### src/rtl/universal_register.sv
// universal_register: DATA_WIDTH-bit register with load, shift, rotate and count modes,
// plus registered carry and combinational zero/serial-out flags.
module universal_register #(
    parameter int DATA_WIDTH = 16,
    parameter logic [DATA_WIDTH-1:0] RESET_VALUE = '0
) (
    input  logic                  clock,
    input  logic                  ureg_reset_n,
    input  logic [DATA_WIDTH-1:0] ureg_in,
    input  logic                  ureg_en,
    input  logic [2:0]            ureg_mode,
    input  logic                  ureg_serial_in,
    output logic [DATA_WIDTH-1:0] ureg_out,
    output logic                  ureg_carry,
    output logic                  ureg_zero,
    output logic                  ureg_serial_out
);
    localparam logic [DATA_WIDTH:0] ONE = 1;
    logic [DATA_WIDTH:0]   sum;
    logic [DATA_WIDTH:0]   diff;
    logic [DATA_WIDTH-1:0] q_next;
    logic                  c_next;
    // carry/borrow is the MSB of the W+1 bit result
    assign sum  = {1'b0, ureg_out} + ONE;
    assign diff = {1'b0, ureg_out} - ONE;
    always_comb begin
        q_next = ureg_out;
        c_next = ureg_carry;
        case (ureg_mode)
            3'b001: {c_next, q_next} = {1'b0, ureg_in};
            3'b010: {c_next, q_next} = {ureg_out, ureg_serial_in};
            3'b011: {q_next, c_next} = {ureg_serial_in, ureg_out};
            3'b100: {c_next, q_next} = {ureg_out, ureg_out[DATA_WIDTH-1]};
            3'b101: {q_next, c_next} = {ureg_out[DATA_WIDTH-1], ureg_out};
            3'b110: {c_next, q_next} = sum;
            3'b111: {c_next, q_next} = diff;
            default: ;
        endcase
    end
    always_ff @(posedge clock) begin
        if (!ureg_reset_n) begin
            ureg_out   <= RESET_VALUE;
            ureg_carry <= 1'b0;
        end else if (ureg_en) begin
            ureg_out   <= q_next;
            ureg_carry <= c_next;
        end
    end
    assign ureg_zero       = ureg_out == '0;
    assign ureg_serial_out = (ureg_mode == 3'b010 || ureg_mode == 3'b100) ? ureg_out[DATA_WIDTH-1] : ureg_out[0];
endmodule

### config.mk
export PLATFORM = sky130hd
export DESIGN_NAME = universal_register
export DESIGN_NICKNAME = d
export VERILOG_FILES = /design/src/rtl/universal_register.sv
export SDC_FILE = /design/constraint.sdc
export NUM_CORES = 1
export LEC_CHECK = 0
export CELL_PAD_IN_SITES_DETAIL_PLACEMENT = 1
export CELL_PAD_IN_SITES_GLOBAL_PLACEMENT = 2
export CORE_ASPECT_RATIO = 1.5
export CORE_MARGIN = 2
export CORE_UTILIZATION = 31
export DETAILED_ROUTE_END_ITERATION = 8
export PLACE_DENSITY = 0.91
export REMOVE_ABC_BUFFERS = 1
export SYNTH_ARGS = -nofsm -noshare
export SYNTH_HDL_FRONTEND = slang
export SYNTH_SLANG_ARGS = --single-unit
### constraint.sdc
create_clock -name clock -period 4.3 [get_ports clock]
set_input_delay 0.86 -clock clock [delete_from_list [all_inputs] [get_ports clock]]
set_output_delay 0.86 -clock clock [all_outputs]
set_load 0.05 [all_outputs]
==> results of run 1 <==
final timing paths:
| path | from | to | slack [ps] | depth (start not counted) |
|---|---|---|---|---|
| setup / recovery | ureg_out[1] | ureg_zero | 850 | 6 |
| hold / removal | ureg_carry | ureg_carry | 490 | 1 |
| setup reg to reg | ureg_out[2] | ureg_out[14] | 2000 | 5 |
| hold reg to reg | ureg_carry | ureg_carry | 490 | 1 |
registers in the layout (all words and copies together) (netlist names):
signal and cells:
ureg_carry 1, ureg_out 16
metal layers:
metal	vias up	wire, µm
met5	-	0
met4	0	347
met3	20	252
met2	65	3930
met1	1136	3140
li1	1121	-
worst max-delay path, cell delays in order (launching register included):
cell and delay, ps:
dfxtp_1 400, inv_1 140, ha_1 210, nor2b_1 310, nand3_1 210, nor3_1 230
clkdlybuf4s50_1 830
logic make-up (layout without fill, tap and decap cells):
logic type | after synthesis | after routing | synth area share
buffers and inverters | 38 | 59 | 0.105
DFF | 17 | 17 | 0.170
AOI/OAI and AO/OA | 87 | 87 | 0.296
adders and majority gates | 2 | 2 | 0.0125
xor gates and xnor gates | 7 | 7 | 0.0306
muxes | 14 | 14 | 0.0699
and+or+nand+nor | 122 | 122 | 0.316
stage by stage:
stage | cells | worst slack, ps | power, mW | utilization
after detailed placement | 378 | 1150 | 0.559 | 0.381
after CTS | 382 | 872 | 0.692 | 0.389
final | 382 | 845 | 0.694 | 0.389
after global routing | 382 | 745 | 0.727 | 0.389
after floorplan | 255 | 972 | 0.421 | -
after global placement | 378 | 1200 | 0.553 | 0.381
power groups by stage:
stage	clock [mW]	combinational (mW)	sequential (mW)
2_1_floorplan	0	0.160	0.261
3_3_place_gp	0	0.347	0.205
3_5_place_dp	0	0.352	0.206
4_1_cts	0.134	0.355	0.203
5_1_grt	0.142	0.379	0.206
6_report	0.134	0.356	0.203
cells in the mapped netlist (5+ instances only):
library cell / instances / area (µm²)
mux2i_1: 14 / 140
nor3_1: 14 / 70.1
clkbuf_1: 18 / 67.6
and2_1: 5 / 31.3
buf_6: 5 / 56.3
nand3_1: 15 / 75.1
nand4_1: 6 / 37.5
a31oi_1: 6 / 37.5
nor4_1: 7 / 43.8
o31ai_1: 6 / 45.0
buf_2: 6 / 30.0
nor2_1: 21 / 78.8
nand2_1: 30 / 113
o21ai_0: 10 / 50.1
a21oi_1: 21 / 105
o21ai_1: 5 / 25.0
o211ai_1: 6 / 45.0
dfxtp_1: 17 / 340
area by class of cell:
class	count	area share
clock buffers	4	0.0186
inverters	6	0.00932
multi-input cells	232	0.601
flip-flops and latches	17	0.141
well taps	74	0.0383
repair buffers	49	0.192
==> metrics, run 1 <==
commonest cells after routing, fill and taps aside=clkdlybuf4s50_1, nand2_1, nor2_1, a21oi_1, dfxtp_1; Sw Ratio=0.454; crit end category=output pin; Max-cap violations=0; crit-path max FO=9; Flop pwr share=0.293; GRT Util Overall=0.216; CORE AREA=6220 µm²; Synth cell types=59; via/cell ratio=6.13; Final #Nets=334; Syn-to-layout area delta=20.6%; instance count of the mapped netlist=287; Setup Buffers After CTS=0; Die W=69.7 µm; Avg Cell Area, Syn=6.98 µm²; Hold Fails Final Rpt=0; placed inst area=2370 µm²; # rows=35; Wirelength per Cell=20.1 µm; gpl congestion=0.870; Final setup viols=0; Inserted Diodes=0; DRT Wirelength=7670 µm; total clock sinks=17; die area=7140 µm²; outcome=finished clean; PwrDens=287 nW/µm²; Post-Layout Inst Area=2420 µm²; post-cts hold buffer count=0; Worst-path clk slew=80 ps; number of fill cells=795; Combinational Power Share=0.514; H-Tree Level Count=1; GR Util met1=0.240; Net Sw Power=0.315 mW; Die Height=102 µm; initial antenna violation count=0; Internal=0.379 mW; Hold WS=492 ps; total CTS buffers=3; Worst-Skew Late Latency=270 ps; routing usage on met3=0.0217; Post-synth EDFFs=0; RSZ-0062 raised after global routing=no; Primary FF master, synth=dfxtp_1; Yosys reg bits=17; Root Driver=clkbuf_8; 1st-iter DRT viols=123; post-route ant nets=0; area of the multi-input gates=1450 µm²; met2 Use GR=0.402; PortBufs=41; FFs w/ async S/R, synth=0; Syn. warnings=0; Synth Cell Area=2000 µm²; cells resized by post-CTS repair=0; period utilization=0.803; Crit path required time=3440 ps; TritonRoute pass-1 iters=4; clock skew=7.88 ps; vias=2342; maximum clock path buffer count=2; crit start category=flip-flop; Slew Limit Headroom=0.552; GRT overflow=0; Max IR drop VDD=0.116 mV; min-delay worst type=reg -> reg; DRC errors left=0; leak pwr=0.847 nW; clock share of power=0.194; fin. max-slew vios=0; CTS tree=yes; crit path kind=reg -> out; Seq. cell area=340 µm²; largest net degree at the start of global routing=34; post-route minimum period=3450 ps; Starting Density=0.322; grt peak-use layer=met2; fmax=289 MHz; Worst-Margin Slew=672 ps; sequential area share after synthesis=0.170; fraction of layout cells with a size suffix above 1=0.0617; TNS Setup=0 ps; first-pass GRT wire length=12200 µm; Worst EP arrival=2590 ps; most common cell after layout, fill and taps aside=clkdlybuf4s50_1; I/O Pins=42; vias in the first global route=2372; post-DP HPWL=5470 µm
Power figures use the tool's default switching activity.
==> run 2, diff against run 1 <==
- CORE_UTILIZATION: 31 -> 26
- PLACE_DENSITY: 0.91 -> 0.82
- clock period: 4.3 -> 3 ns (I/O delays scaled with it)
==> run 2 against run 1 <==
- setup slack worse by 520 ps
- combinational power is 47% higher
- via count is 3.0% higher
- wire length is 3.5% higher
- sequential power is 46% higher
- highest routed layer unchanged
- first-iteration DRC count is 3.3% lower
- critical endpoint unchanged
- register-to-register slack worse by 1300 ps
- critical path depth stayed put
- sequential share of layout area is 0.88 points lower
- cell count is 10% higher
- utilization is 4.8 points lower
==> metrics, run 2 (synthesis results as in run 1) <==
gpl congestion=0.905; CP top delay family=simple AND/OR/NAND/NOR gates; Inserted Diodes=0; PwrDens=428 nW/µm²; Root Driver=clkbuf_16; Seq. cell area=340 µm²; fin. max-slew vios=0; CP Cell Sequence=inv_1 -> ha_1 -> nor2b_1 -> nand3_1 -> nor3_1 -> buf_4; Worst-Skew Late Latency=250 ps; Hold Crit Start=ureg_carry; max reg flops=16; first-pass GRT wire length=12800 µm; biggest regs=ureg_out: 16 flops, ureg_carry: 1 flops; CTS tree=yes; Slew Limit Headroom=0.627; Syn-to-layout area delta=28.7%; final core utilization=0.341; H-Tree Level Count=1; initial antenna violation count=0; vias in the first global route=2554; post-cts hold buffer count=0; clock skew=1.94 ps; Die W=75.7 µm; most common cell after layout, fill and taps aside=clkdlybuf4s50_1; GRT overflow=0; GRT Util Overall=0.194; crit end category=output pin; Hold Fails Final Rpt=0; fmax=374 MHz; R2R Path Start=ureg_out[1]; max incr delay on CP=420 ps; crit path kind=reg -> out; Final #Nets=345; post-route ant nets=0; DRC errors left=0; RSZ-0062 raised after global routing=no; largest net degree at the start of global routing=21; die area=8440 µm²; period utilization=0.891; placed inst area=2500 µm²; maximum clock path buffer count=2; Post-Layout Inst Area=2580 µm²; Worst-path clk slew=60 ps; CP startpoint=ureg_out[1]; Crit path required time=2400 ps; Max-cap violations=0; crit-path max FO=9; crit path buf inv count=2; Setup Buffers After CTS=0; number of fill cells=964; total clock sinks=17; total power=1.10 mW; 1st-iter DRT viols=119; area of the multi-input gates=1450 µm²; vias=2412; Hold WS=511 ps; CORE AREA=7560 µm²; Worst EP arrival=2070 ps; I/O Pins=42; outcome=finished clean; DRT Wirelength=7940 µm; via/cell ratio=5.73; fraction of layout cells with a size suffix above 1=0.0972; PortBufs=41; cells resized by post-CTS repair=0; post-route minimum period=2670 ps; min-delay worst type=reg -> reg; Max IR drop VDD=0.193 mV; crit start category=flip-flop; Largest Register=ureg_out; Final setup viols=0; commonest cells after routing, fill and taps aside=clkdlybuf4s50_1, nand2_1, nor2_1, a21oi_1, buf_4; Die Height=112 µm; post-DP HPWL=5960 µm; Worst-Margin Slew=556 ps; TNS Setup=0 ps; TritonRoute pass-1 iters=4; total CTS buffers=3; slowest CP cell=dfxtp_1; leak pwr=0.920 nW; Wirelength per Cell=18.9 µm; Starting Density=0.265; # rows=39
[run 2: cell types whose count changed in the layout (fill, tap and decap cells not counted)]
cell,before,now
buf_12,0,1
buf_4,9,20
clkbuf_16,0,3
clkbuf_8,3,0
clkdlybuf4s50_1,39,38
[run 2: layout make-up]
type / count / area share
tap: 102 / 0.0495
clock buffer: 4 / 0.0306
sequential: 17 / 0.132
inverter: 6 / 0.00873
timing repair buffer: 60 / 0.215
multi-input combinational: 232 / 0.564
[run 2: path summary, 6_finish.rpt]
path / slack (ps) / cells after the start / to
setup / recovery: 330 / 6 / ureg_zero
hold reg to reg: 510 / 1 / ureg_carry
hold / removal: 510 / 1 / ureg_carry
setup reg to reg: 670 / 6 / ureg_out[14]
[run 2: where the power goes]
part	leakage, nW	switching [mW]	total [mW]	internal [mW]
Sequential	0.139	0.0493	0.297	0.247
Combinational	0.743	0.310	0.524	0.214
Clock	0.0382	0.103	0.284	0.181
[run 2: worst register-to-register path: cells and delay by family, from the launching register on]
kind / cells / cell delay [ps]
AOI/OAI and AO/OA: 1 / 220
and+or+nand+nor: 4 / 1220
adders and majority gates: 1 / 270
DFF: 1 / 540
[run 2: metrics by stage]
step,setup WS (ps),cells
6_report,328,421
2_1_floorplan,-67.9,255
3_5_place_dp,348,417
5_1_grt,196,421
3_3_place_gp,363,417
4_1_cts,316,421
[run 2: metal layers]
metal	vias up	GRT usage	share of wire
met2	80	0.320	0.50
li1	1143	-	-
met1	1165	0.234	0.40
met4	0	0.105	0.043
met5	-	0	0
met3	24	0.0262	0.053
==> run 3, diff against run 2 <==
- SKIP_LAST_GASP: not set -> 1
==> results of run 3 <==
Same layout as run 2: the final DEF is identical, and so are final timing and power.
